`src/rtl/opc8_bus_pkg.sv`:
```
// opc8_bus_pkg: shared state, lane and default sizing constants for the OPC8 SRAM bridge and its SRAM model
package opc8_bus_pkg;
  typedef logic [1:0] state_t;
  localparam state_t ST_IDLE   = 2'd0;
  localparam state_t ST_SETUP  = 2'd1;
  localparam state_t ST_STROBE = 2'd2;
  localparam state_t ST_DONE   = 2'd3;
  typedef logic [1:0] lane_t;
  localparam int    LANES = 3;
  localparam lane_t LANE0 = 2'd0;
  localparam lane_t LANE1 = 2'd1;
  localparam lane_t LANE2 = 2'd2;
  localparam int DEF_MEM_AW      = 20;
  localparam int DEF_WAIT_CYCLES = 1;
  function automatic logic [7:0] lane_byte(input logic [23:0] w, input lane_t l);
    return l == LANE2 ? w[23:16] : l == LANE1 ? w[15:8] : w[7:0];
  endfunction
endpackage

```
`src/rtl/opc8_sram_bridge.sv`:
```
// opc8_sram_bridge: serves 24-bit OPC8 word requests as three byte accesses to an async SRAM, stalling the CPU via clken
module opc8_sram_bridge
  import opc8_bus_pkg::*;
#(
  parameter int MEM_AW      = DEF_MEM_AW,
  parameter int WAIT_CYCLES = DEF_WAIT_CYCLES
) (
  input  logic              clk,
  input  logic              reset_b,
  input  logic              vpa,
  input  logic              vda,
  input  logic              rnw,
  input  logic [23:0]       address,
  input  logic [23:0]       cpu_dout,
  output logic [23:0]       cpu_din,
  output logic              clken,
  output logic [MEM_AW+1:0] mem_addr,
  output logic [7:0]        mem_dq_out,
  output logic              mem_dq_oe,
  input  logic [7:0]        mem_dq_in,
  output logic              mem_ce_b,
  output logic              mem_oe_b,
  output logic              mem_we_b
);
  state_t            state;
  lane_t             lane;
  logic [2:0]        wcnt;
  logic [MEM_AW-1:0] addr_q;
  logic [23:0]       data_q;
  logic              rnw_q;
  logic              done_q;
  logic              req;
  lane_t             lane_nx;
  assign req     = vpa | vda;
  assign clken   = !req | done_q;
  assign lane_nx = lane + 2'd1;
  // SRAM pins are registered, so each is loaded on the edge entering the state that drives it
  always_ff @(posedge clk or negedge reset_b) begin
    if (!reset_b) begin
      state      <= ST_IDLE;
      lane       <= LANE0;
      wcnt       <= 3'd0;
      addr_q     <= '0;
      data_q     <= 24'd0;
      rnw_q      <= 1'b1;
      done_q     <= 1'b0;
      cpu_din    <= 24'd0;
      mem_addr   <= '0;
      mem_dq_out <= 8'd0;
      mem_dq_oe  <= 1'b0;
      mem_ce_b   <= 1'b1;
      mem_oe_b   <= 1'b1;
      mem_we_b   <= 1'b1;
    end else begin
      done_q <= 1'b0;
      case (state)
        ST_IDLE: if (req) begin
          addr_q    <= address[MEM_AW-1:0];
          data_q    <= cpu_dout;
          rnw_q     <= rnw;
          lane      <= LANE0;
          mem_addr  <= {address[MEM_AW-1:0], LANE0};
          mem_dq_out <= rnw ? mem_dq_out : lane_byte(cpu_dout, LANE0);
          mem_dq_oe <= !rnw;
          mem_ce_b  <= 1'b0;
          state     <= ST_SETUP;
        end
        ST_SETUP: begin
          wcnt     <= 3'(WAIT_CYCLES);
          mem_oe_b <= !rnw_q;
          mem_we_b <= rnw_q;
          state    <= ST_STROBE;
        end
        ST_STROBE: if (wcnt != 3'd0) wcnt <= wcnt - 3'd1;
        else begin
          mem_oe_b <= 1'b1;
          mem_we_b <= 1'b1;
          if (rnw_q) cpu_din[{lane, 3'b000} +: 8] <= mem_dq_in;
          if (lane != LANE2) begin
            lane       <= lane_nx;
            mem_addr   <= {addr_q, lane_nx};
            mem_dq_out <= rnw_q ? mem_dq_out : lane_byte(data_q, lane_nx);
            state      <= ST_SETUP;
          end else begin
            mem_ce_b  <= 1'b1;
            mem_dq_oe <= 1'b0;
            done_q    <= 1'b1;
            state     <= ST_DONE;
          end
        end
        default: state <= ST_IDLE;
      endcase
    end
  end
endmodule

```
`config.mk`:
```
export PLATFORM = sky130hd
export DESIGN_NAME = opc8_sram_bridge
export DESIGN_NICKNAME = d
export VERILOG_FILES = /design/src/rtl/opc8_bus_pkg.sv /design/src/rtl/opc8_sram_bridge.sv
export SDC_FILE = /design/constraint.sdc
export NUM_CORES = 1
export LEC_CHECK = 0
export CAP_MARGIN = 10
export CORE_MARGIN = 1.5
export CORE_UTILIZATION = 49
export DETAILED_ROUTE_END_ITERATION = 6
export GPL_TIMING_DRIVEN = 0
export PLACE_DENSITY = 0.88
export SETUP_SLACK_MARGIN = 0.2
export SLEW_MARGIN = 10
export SYNTH_ARGS = -nofsm -noshare
export SYNTH_HDL_FRONTEND = slang
export SYNTH_SLANG_ARGS = --single-unit
export TNS_END_PERCENT = 1
```
`constraint.sdc`:
```
create_clock -name clk -period 2.55 [get_ports clk]
set_clock_uncertainty 0.1 [all_clocks]
set_input_delay 0.51 -clock clk [delete_from_list [all_inputs] [get_ports clk]]
set_output_delay 0.51 -clock clk [all_outputs]
set_load 0.05 [all_outputs]
```
### After elaboration in Yosys (flattened, before gate mapping)

Index checks and enable logic that the tools add are counted.

| word-level totals | value |
|---|---|
| word-level logic and storage cells | 86 |
| register bits | 111 |
| output and inout port bits | 59 |

| operators by class | value |
|---|---|
| add/subtract/negate cells | 3 |
| muxes and demuxes | 37 |
| shift operators | 2 |
| reduce and logical (&&, ||, !) cells | 15 |
| equality and inequality tests | 12 |
| bitwise gates (word level) | 3 |

Operators with widths:

| kind | number |
|---|---|
| two-way mux 22 bit | 3 |
| two-way mux 8 bit | 7 |
| one-hot mux 22 bit (2 select lines) | 1 |
| bitwise mux 24 bit | 1 |
| variable shift 8 x 7 -> 24 bit (first input constant) | 1 |
| indexed part select 8 x 7 -> 24 bit | 1 |
| != test 2 bit (second input constant) | 8 |
| one-hot mux 8 bit (2 select lines) | 1 |
| two-way mux 2 bit | 6 |
| two-way mux 1 bit | 10 |
| one-hot mux 1 bit (2 select lines) | 4 |
| AND reduction 2 bit | 4 |
| AND reduction 4 bit | 2 |
| negator 5 -> 7 bit | 1 |
| one-hot mux 2 bit (3 select lines) | 1 |
| one-hot mux 3 bit (2 select lines) | 1 |
| AND reduction 6 bit | 1 |
| == test 2 x 1 -> 1 bit (second input constant) | 2 |
| == test 2 bit (second input constant) | 2 |
| one-hot mux 2 bit (2 select lines) | 1 |
| nonzero test 2 bit | 2 |
| logical NOT 1 bit | 3 |
| two-way mux 3 bit | 1 |
| AND reduction 3 bit | 1 |
| 6 further kinds | 7 |

### Logic depth before layout (Yosys ltp)

Gate-level depths: netlist of the first run.

| logic depth | value |
|---|---|
| depth in word-level cells | 8 |
| depth in mapped cells | 7 |
| depth with buffers taken out | 5 |

### Worst setup path before layout of the first run

OpenSTA, ideal clock, no wires.

| timing | value |
|---|---|
| kind | reg2reg |
| start | reg, netlist name mem_addr[0] |
| end | reg mem_dq_out[0] |
| path buffers | 0 |
| path slack | -0.066 ns |
| setup time | 0.125 ns |
| stages on the path, launching flop included | 6 |
| data arrival time | 2.391 ns |
| required time | 2.325 ns |
| cells stage by stage | dfrtp_1 -> inv_1 -> ha_1 -> or3b_4 -> a221oi_4 -> mux2_2 |

RTL lines:

| what | line | RTL |
|---|---|---|
| end signal: assignment | opc8_sram_bridge.sv:63 | `mem_dq_out <= rnw ? mem_dq_out : lane_byte(cpu_dout, LANE0);` |
| end signal: assignment | opc8_sram_bridge.sv:82 | `mem_dq_out <= rnw_q ? mem_dq_out : lane_byte(data_q, lane_nx);` |
| end: declaration | opc8_sram_bridge.sv:18 | `output logic [7:0] mem_dq_out,` |

### Worst setup path in the final report of the first run

| timing | value |
|---|---|
| start | reg mem_we_b |
| end | out mem_we_b |

RTL lines:

| what | line | RTL |
|---|---|---|
| start: declaration | opc8_sram_bridge.sv:23 | `output logic mem_we_b` |
| start signal: assignment | opc8_sram_bridge.sv:71 | `mem_we_b <= rnw_q;` |

No word-level cell between the ends.

==> flow_metrics.env, run 1 <==
export IMPL_switching_share=0.4357
export IMPL_place_area_mm2=0.006197
export IMPL_layout_cells_non_filler=635
export IMPL_design_core_area_mm2=0.009684
export IMPL_die_width_um=102.4
export IMPL_cp_slowest_cell="clkdlybuf4s50_1"
export IMPL_min_from="data_q[22]"
export IMPL_synth_distinct_cells=47
export IMPL_finalCritPeriodShare=0.9302
export IMPL_path_clk_slew_ps=100
export IMPL_die_h_um=102.4
export IMPL_fill_cells=732
export IMPL_synth_seq_area_share=0.5639
export IMPL_combPwrFrac=0.541
export IMPL_worst_ep_required_time_ps=1940
export IMPL_cts_buffers=9
export IMPL_most_common_layout_cells="clkdlybuf4s50_1, dfrtp_1, mux2_2, o22ai_1, a2bb2oi_1"
export IMPL_area_growth_pct=33.26
export IMPL_worst_pin_slew_ps=917.3
export IMPL_drt_first_iter_violations=172
export IMPL_cp_startpoint="mem_we_b"
export IMPL_clkLatencyLatePin_ps=380
export IMPL_p_leak_nw=2.711
export IMPL_ios=120
export IMPL_cts_sinks=109
export IMPL_path_cells="clkdlybuf4s50_1"
export IMPL_wl_per_cell_um=18.45
export IMPL_totalWireLength_um=11720
export IMPL_switching_power_mw=3.897
export IMPL_htree_levels=3
export IMPL_layout_setup_ws_ps=177.9
export IMPL_grt_remaining_overflow=0
export IMPL_drive_gt1_frac=0.2171
export IMPL_ys_flop_type="dfrtp_1"
export IMPL_hold_path_class="reg -> reg"
export IMPL_grt_pass1_vias=3759
export IMPL_cp_arrival_ps=1760
export IMPL_grt_pass1_wl_um=18780
export IMPL_r2r_start="wcnt[0]"
export IMPL_finalSetupViolations=0
export IMPL_period_needed_ps=2372
export IMPL_antennaDiodeCount=0
export IMPL_peakVddDrop_uv=919.4
export IMPL_dp_cells=617
export IMPL_grt_max_degree=87
export IMPL_cts_tree="built"
export IMPL_num_vias=3583
export IMPL_maxSlewViolCount=0
export IMPL_hpwl_um=8338
export IMPL_syn_nets=436
export IMPL_port_buffers=115
export IMPL_synth_edf_count=0
export IMPL_relSlewSlack=0.3829
export IMPL_multi_input_area_mm2=0.001933
export IMPL_initial_core_util=0.5004
export IMPL_via_per_inst=5.643
export IMPL_ys_seq_elements=109
export IMPL_rsz0062_at_grt="true"
export IMPL_fin_nets=565
export IMPL_globalRouteTotalUtil=0.2341
export IMPL_dieArea_mm2=0.01050
export IMPL_row_count=36
export IMPL_maxCapViolCount=0
export IMPL_regArea_mm2=0.002734
export IMPL_first_pass_iters=4
export IMPL_syn_area_per_cell_um2=13.17
export IMPL_synthArstFlopShare=1.000
export IMPL_clock_fmax_mhz=421.6
export IMPL_pre_cts_ws_ps=-65.60
export IMPL_crit_fanout=3
export IMPL_p_int_mw=5.047
export IMPL_crit_buf_inv=1
export IMPL_cpPeakStageDelay_ps=830
export IMPL_cp_top_family="buffers and inverters"
export IMPL_ys_warn_count=0
export IMPL_root_buffer="clkbuf_8"
export IMPL_cts_path_max_buffers=2
export IMPL_power_frac_seq=0.331
export IMPL_setup_worst_path_class="reg -> out"
export IMPL_end_kind="output pin"
export IMPL_crit_path_start_kind="flip-flop"
export IMPL_power_density_mw_per_mm2=1385
export IMPL_antenna_found_initial=0
export IMPL_drcViolationCount=0
export IMPL_setup_tns_ps=0
export IMPL_ant_nets=0
export IMPL_hold_viol_final=0
export IMPL_fin_area_mm2=0.006457
export IMPL_total_power_mw=8.944
export IMPL_gp_congestion=0.8340
export IMPL_layout_commonest_cell="clkdlybuf4s50_1"
export IMPL_syn_instance_count=368
export IMPL_syn_area_mm2=0.004846
export IMPL_pwr_share_clk=0.128
export IMPL_status="finished clean"
-- worst reg2reg max path, delay by kind of cell, from the launching register on --
| kind | cells | cell delay (ps) |
|---|---|---|
| buffers and inverters | 2 | 560 |
| flip-flops | 1 | 410 |
| AND/OR/NAND/NOR | 1 | 300 |
| AO/OA/AOI/OAI | 2 | 520 |
| adder cells (fa/ha/maj) | 1 | 270 |
-- synthesized netlist by cell type, drive strengths merged (8+ instances only) --
cell type	number	area [um^2]
buf	10	63.81
a221o	8	80.08
mux2i	8	80.08
a2bb2oi	20	175.2
clkbuf	15	56.30
dfrtp	105	2628
a22o	14	122.6
o22ai	21	131.4
mux2	64	720.7
inv	18	67.56
and4b	8	80.08
nand2	14	52.55
-- power by group through the flow --
stage / logic (mW) / registers [mW] / clock network, mW
after detailed placement: 4.80 / 2.99 / 0
after global placement: 4.66 / 2.94 / 0
after global routing: 5.15 / 3.05 / 1.23
final: 4.84 / 2.96 / 1.14
after floorplan: 2.15 / 4.13 / 0
after CTS: 4.82 / 2.96 / 1.17
-- logic make-up after synthesis --
| kind of cell | Yosys count | synth area share |
|---|---|---|
| flops | 109 | 0.5639 |
| compound gates | 84 | 0.1410 |
| mux | 72 | 0.1652 |
| simple gates | 53 | 0.07307 |
| buf+inv | 43 | 0.03873 |
| fa+ha+maj | 7 | 0.01807 |
-- registers in the layout, indices dropped and copies added, names as in the netlist --
signal,count
cpu_din,24
data_q,24
mem_addr,22
addr_q,20
mem_dq_out,8
wcnt,3
state,2
done_q,1
mem_ce_b,1
mem_dq_oe,1
mem_oe_b,1
mem_we_b,1
rnw_q,1
-- path summary, 6_finish.rpt --
kind	cells after the start	slack, ps	endpoint
worst max-delay path	1	180	mem_we_b
worst min-delay path	1	410	data_q[22]
worst max register to register	6	260	mem_addr[19]
worst min register to register	1	410	data_q[22]
max in group asynchronous	3	1170	rnw_q
min in group asynchronous	2	420	mem_addr[11]
-- routing by layer --
metal / up-vias / global-route usage / share of wire
met1: 1809 / 0.2832 / 0.40
met2: 121 / 0.4030 / 0.51
met4: 0 / 0.07271 / 0.014
met5: - / 0 / 0
li1: 1633 / - / -
met3: 20 / 0.07045 / 0.072
-- final cells by class --
type / count / area share
clock inverters: 7 / 0.01589
flip-flops and latches: 109 / 0.4234
inverters: 18 / 0.01046
plain buffers: 25 / 0.01879
multi-input cells: 216 / 0.2994
well taps: 133 / 0.02577
repair buffers: 118 / 0.1872
clock buffers: 9 / 0.01918
-- what timing repair did --
action | in CTS | in global routing
hold buffers | 1 | 0
endpoints found under the hold margin | 21 | 0
endpoints found under the setup margin | 12 | 45
pin swaps | 0 | 1
gates resized for setup | 1 | 1
buffers inserted | 0 | 1
-- per-stage QoR --
stage / util / hold WS [ps]
2_1_floorplan: - / 114.4
3_3_place_gp: 0.6370 / 381.7
3_5_place_dp: 0.6399 / 281.7
4_1_cts: 0.6642 / 416.6
5_1_grt: 0.6668 / 431.4
6_report: 0.6668 / 409.3
(Power assumes the default switching activity.)
==> inputs of run 2 (changes only) <==
CORE_ASPECT_RATIO = 0.6   (was default)
PLACE_DENSITY = 0.84   (was 0.88)
==> run 2 against run 1 <==
Net effect:
- cell count decreased by 0.47%
- die area grew 0.19%
- worst setup slack gained 72 ps
- first-iteration DRC count grew 55%
- largest power group unchanged
- critical path type unchanged
- hold slack got worse by 5.2 ps
- largest cell class unchanged
- flip-flop and latch count unchanged
- clock-buffer cell count rose by 3
- wire length increased by 3.0%
- final area grew 1.5%
- highest routed layer unchanged
- sequential power about the same
- critical path depth did not move
==> flow_metrics.env, run 2 (synthesis results as in run 1) <==
export IMPL_dieArea_mm2=0.01051
export IMPL_worst_ep_required_time_ps=1940
export IMPL_crit_fanout=2
export IMPL_globalRouteTotalUtil=0.2402
export IMPL_area_growth_pct=35.24
export IMPL_num_vias=3585
export IMPL_htree_levels=3
export IMPL_reg2reg_slack_ps=310
export IMPL_r2r_end="cpu_din[3]"
export IMPL_drt_first_iter_violations=267
export IMPL_hold_viol_final=0
export IMPL_fin_nets=565
export IMPL_pre_cts_ws_ps=-26.55
export IMPL_p_leak_nw=2.761
export IMPL_r2r_cells=5
export IMPL_initial_core_util=0.5160
export IMPL_root_buffer="clkbuf_16"
export IMPL_cp_arrival_ps=1690
export IMPL_layout_cells_non_filler=632
export IMPL_maxCapViolCount=0
export IMPL_total_power_mw=9.354
export IMPL_relSlewSlack=0.4020
export IMPL_ant_nets=0
export IMPL_min_from="data_q[1]"
export IMPL_drcViolationCount=0
export IMPL_design_core_area_mm2=0.009392
export IMPL_clkLatencyLatePin_ps=340
export IMPL_hold_path_class="reg -> reg"
export IMPL_reg_top3="cpu_din x24, data_q x24, mem_addr x22"
export IMPL_cpPeakStageDelay_ps=810
export IMPL_whs_endpoint="data_q[1]"
export IMPL_r2r_start="wcnt[0]"
export IMPL_grt_pass1_wl_um=19490
export IMPL_rsz0062_at_grt="true"
export IMPL_antenna_found_initial=0
export IMPL_gp_congestion=0.8287
export IMPL_setup_worst_path_class="reg -> out"
export IMPL_antennaDiodeCount=0
export IMPL_finalCritPeriodShare=0.9019
export IMPL_worst_pin_slew_ps=888.8
export IMPL_dp_cells=614
export IMPL_die_width_um=131.4
export IMPL_drive_gt1_frac=0.2151
export IMPL_maxSlewViolCount=0
export IMPL_port_buffers=115
export IMPL_finalSetupViolations=0
export IMPL_power_density_mw_per_mm2=1427
export IMPL_cts_buffers=9
export IMPL_crit_buf_inv=1
export IMPL_hpwl_um=8680
export IMPL_grt_max_degree=85
export IMPL_path_cells="clkdlybuf4s50_1"
export IMPL_layout_setup_ws_ps=250.3
export IMPL_clock_fmax_mhz=434.8
export IMPL_row_count=27
export IMPL_cp_slowest_cell="clkdlybuf4s50_1"
export IMPL_period_needed_ps=2300
export IMPL_totalWireLength_um=12070
export IMPL_cts_path_max_buffers=2
export IMPL_end_kind="output pin"
export IMPL_whs_path_depth=1
export IMPL_status="finished clean"
export IMPL_peakVddDrop_uv=825.6
export IMPL_cts_sinks=109
export IMPL_via_per_inst=5.672
export IMPL_cp_top_family="buffers and inverters"
export IMPL_path_clk_slew_ps=70
export IMPL_ios=120
export IMPL_grt_pass1_vias=3745
export IMPL_cts_tree="built"
export IMPL_wl_per_cell_um=19.09
export IMPL_first_pass_iters=4
export IMPL_crit_path_start_kind="flip-flop"
export IMPL_layout_commonest_cell="clkdlybuf4s50_1"
export IMPL_die_h_um=80.03
export IMPL_most_common_layout_cells="clkdlybuf4s50_1, dfrtp_1, mux2_2, o22ai_1, a2bb2oi_1"
export IMPL_grt_remaining_overflow=0
==> run 2: final cells by class <==
cell class,instances,area (um^2)
Multi-Input combinational cell,216,1933
Clock inverter,4,70.07
Inverter,18,67.56
Timing Repair Buffer,118,1209
Fill cell,682,2838
Sequential cell,109,2734
Tap cell,130,162.7
Buffer,25,121.4
Clock buffer,12,256.5
==> run 2: power by group <==
group / internal [mW] / total (mW) / switching [mW]
sequential: 2.52 / 2.98 / 0.455
combinational: 2.04 / 4.86 / 2.82
clock: 0.912 / 1.51 / 0.602
==> run 2: worst max-delay path by stage <==
| stage | from | endpoint | slack, ps | depth (start not counted) |
|---|---|---|---|---|
| 3_3_place_gp | reset_b | mem_addr[0] | -3510 | 1 |
| 4_1_cts | mem_addr[0] | mem_dq_out[2] | 150 | 5 |
| 3_5_place_dp | vda | clken | -30 | 3 |
| 6_report | mem_ce_b | mem_ce_b | 250 | 1 |
| 2_1_floorplan | mem_addr[0] | mem_dq_out[0] | 250 | 5 |
| 5_1_grt | wcnt[0] | cpu_din[13] | 110 | 5 |
==> run 2: per-layer routing <==
metal / routed length (um) / global-route usage / vias to the layer above / share of wire
met5: 0 / 0 / - / 0
met3: 801 / 0.06540 / 11 / 0.066
met1: 5497 / 0.3249 / 1832 / 0.46
met4: 68 / 0.04778 / 0 / 0.0056
met2: 5698 / 0.3947 / 115 / 0.47
li1: - / - / 1627 / -
==> run 2: what timing repair did <==
action,CTS,global route
setup buffers,0,1
endpoints found under the hold margin,23,0
resized for setup,1,1
setup endpoints to repair,9,28
pin swaps,0,1
hold buffers,1,0
==> run 2: metrics by stage <==
stage	hold WS, ps	util	cell area [um^2]	setup TNS, ps
4_1_cts	405.2	0.6952	6529	0
6_report	404.1	0.6978	6554	0
5_1_grt	418.0	0.6978	6554	0
3_5_place_dp	289.9	0.6595	6193	-26.55
2_1_floorplan	114.4	-	4851	0
3_3_place_gp	384.1	0.6564	6165	-334150
==> inputs of run 3 (changes only) <==
ABC_AREA = 0   (was default)
CTS_CLUSTER_SIZE = 16   (was default)
==> results of run 3 <==
Final layout, timing and power as in run 2 (identical DEF).
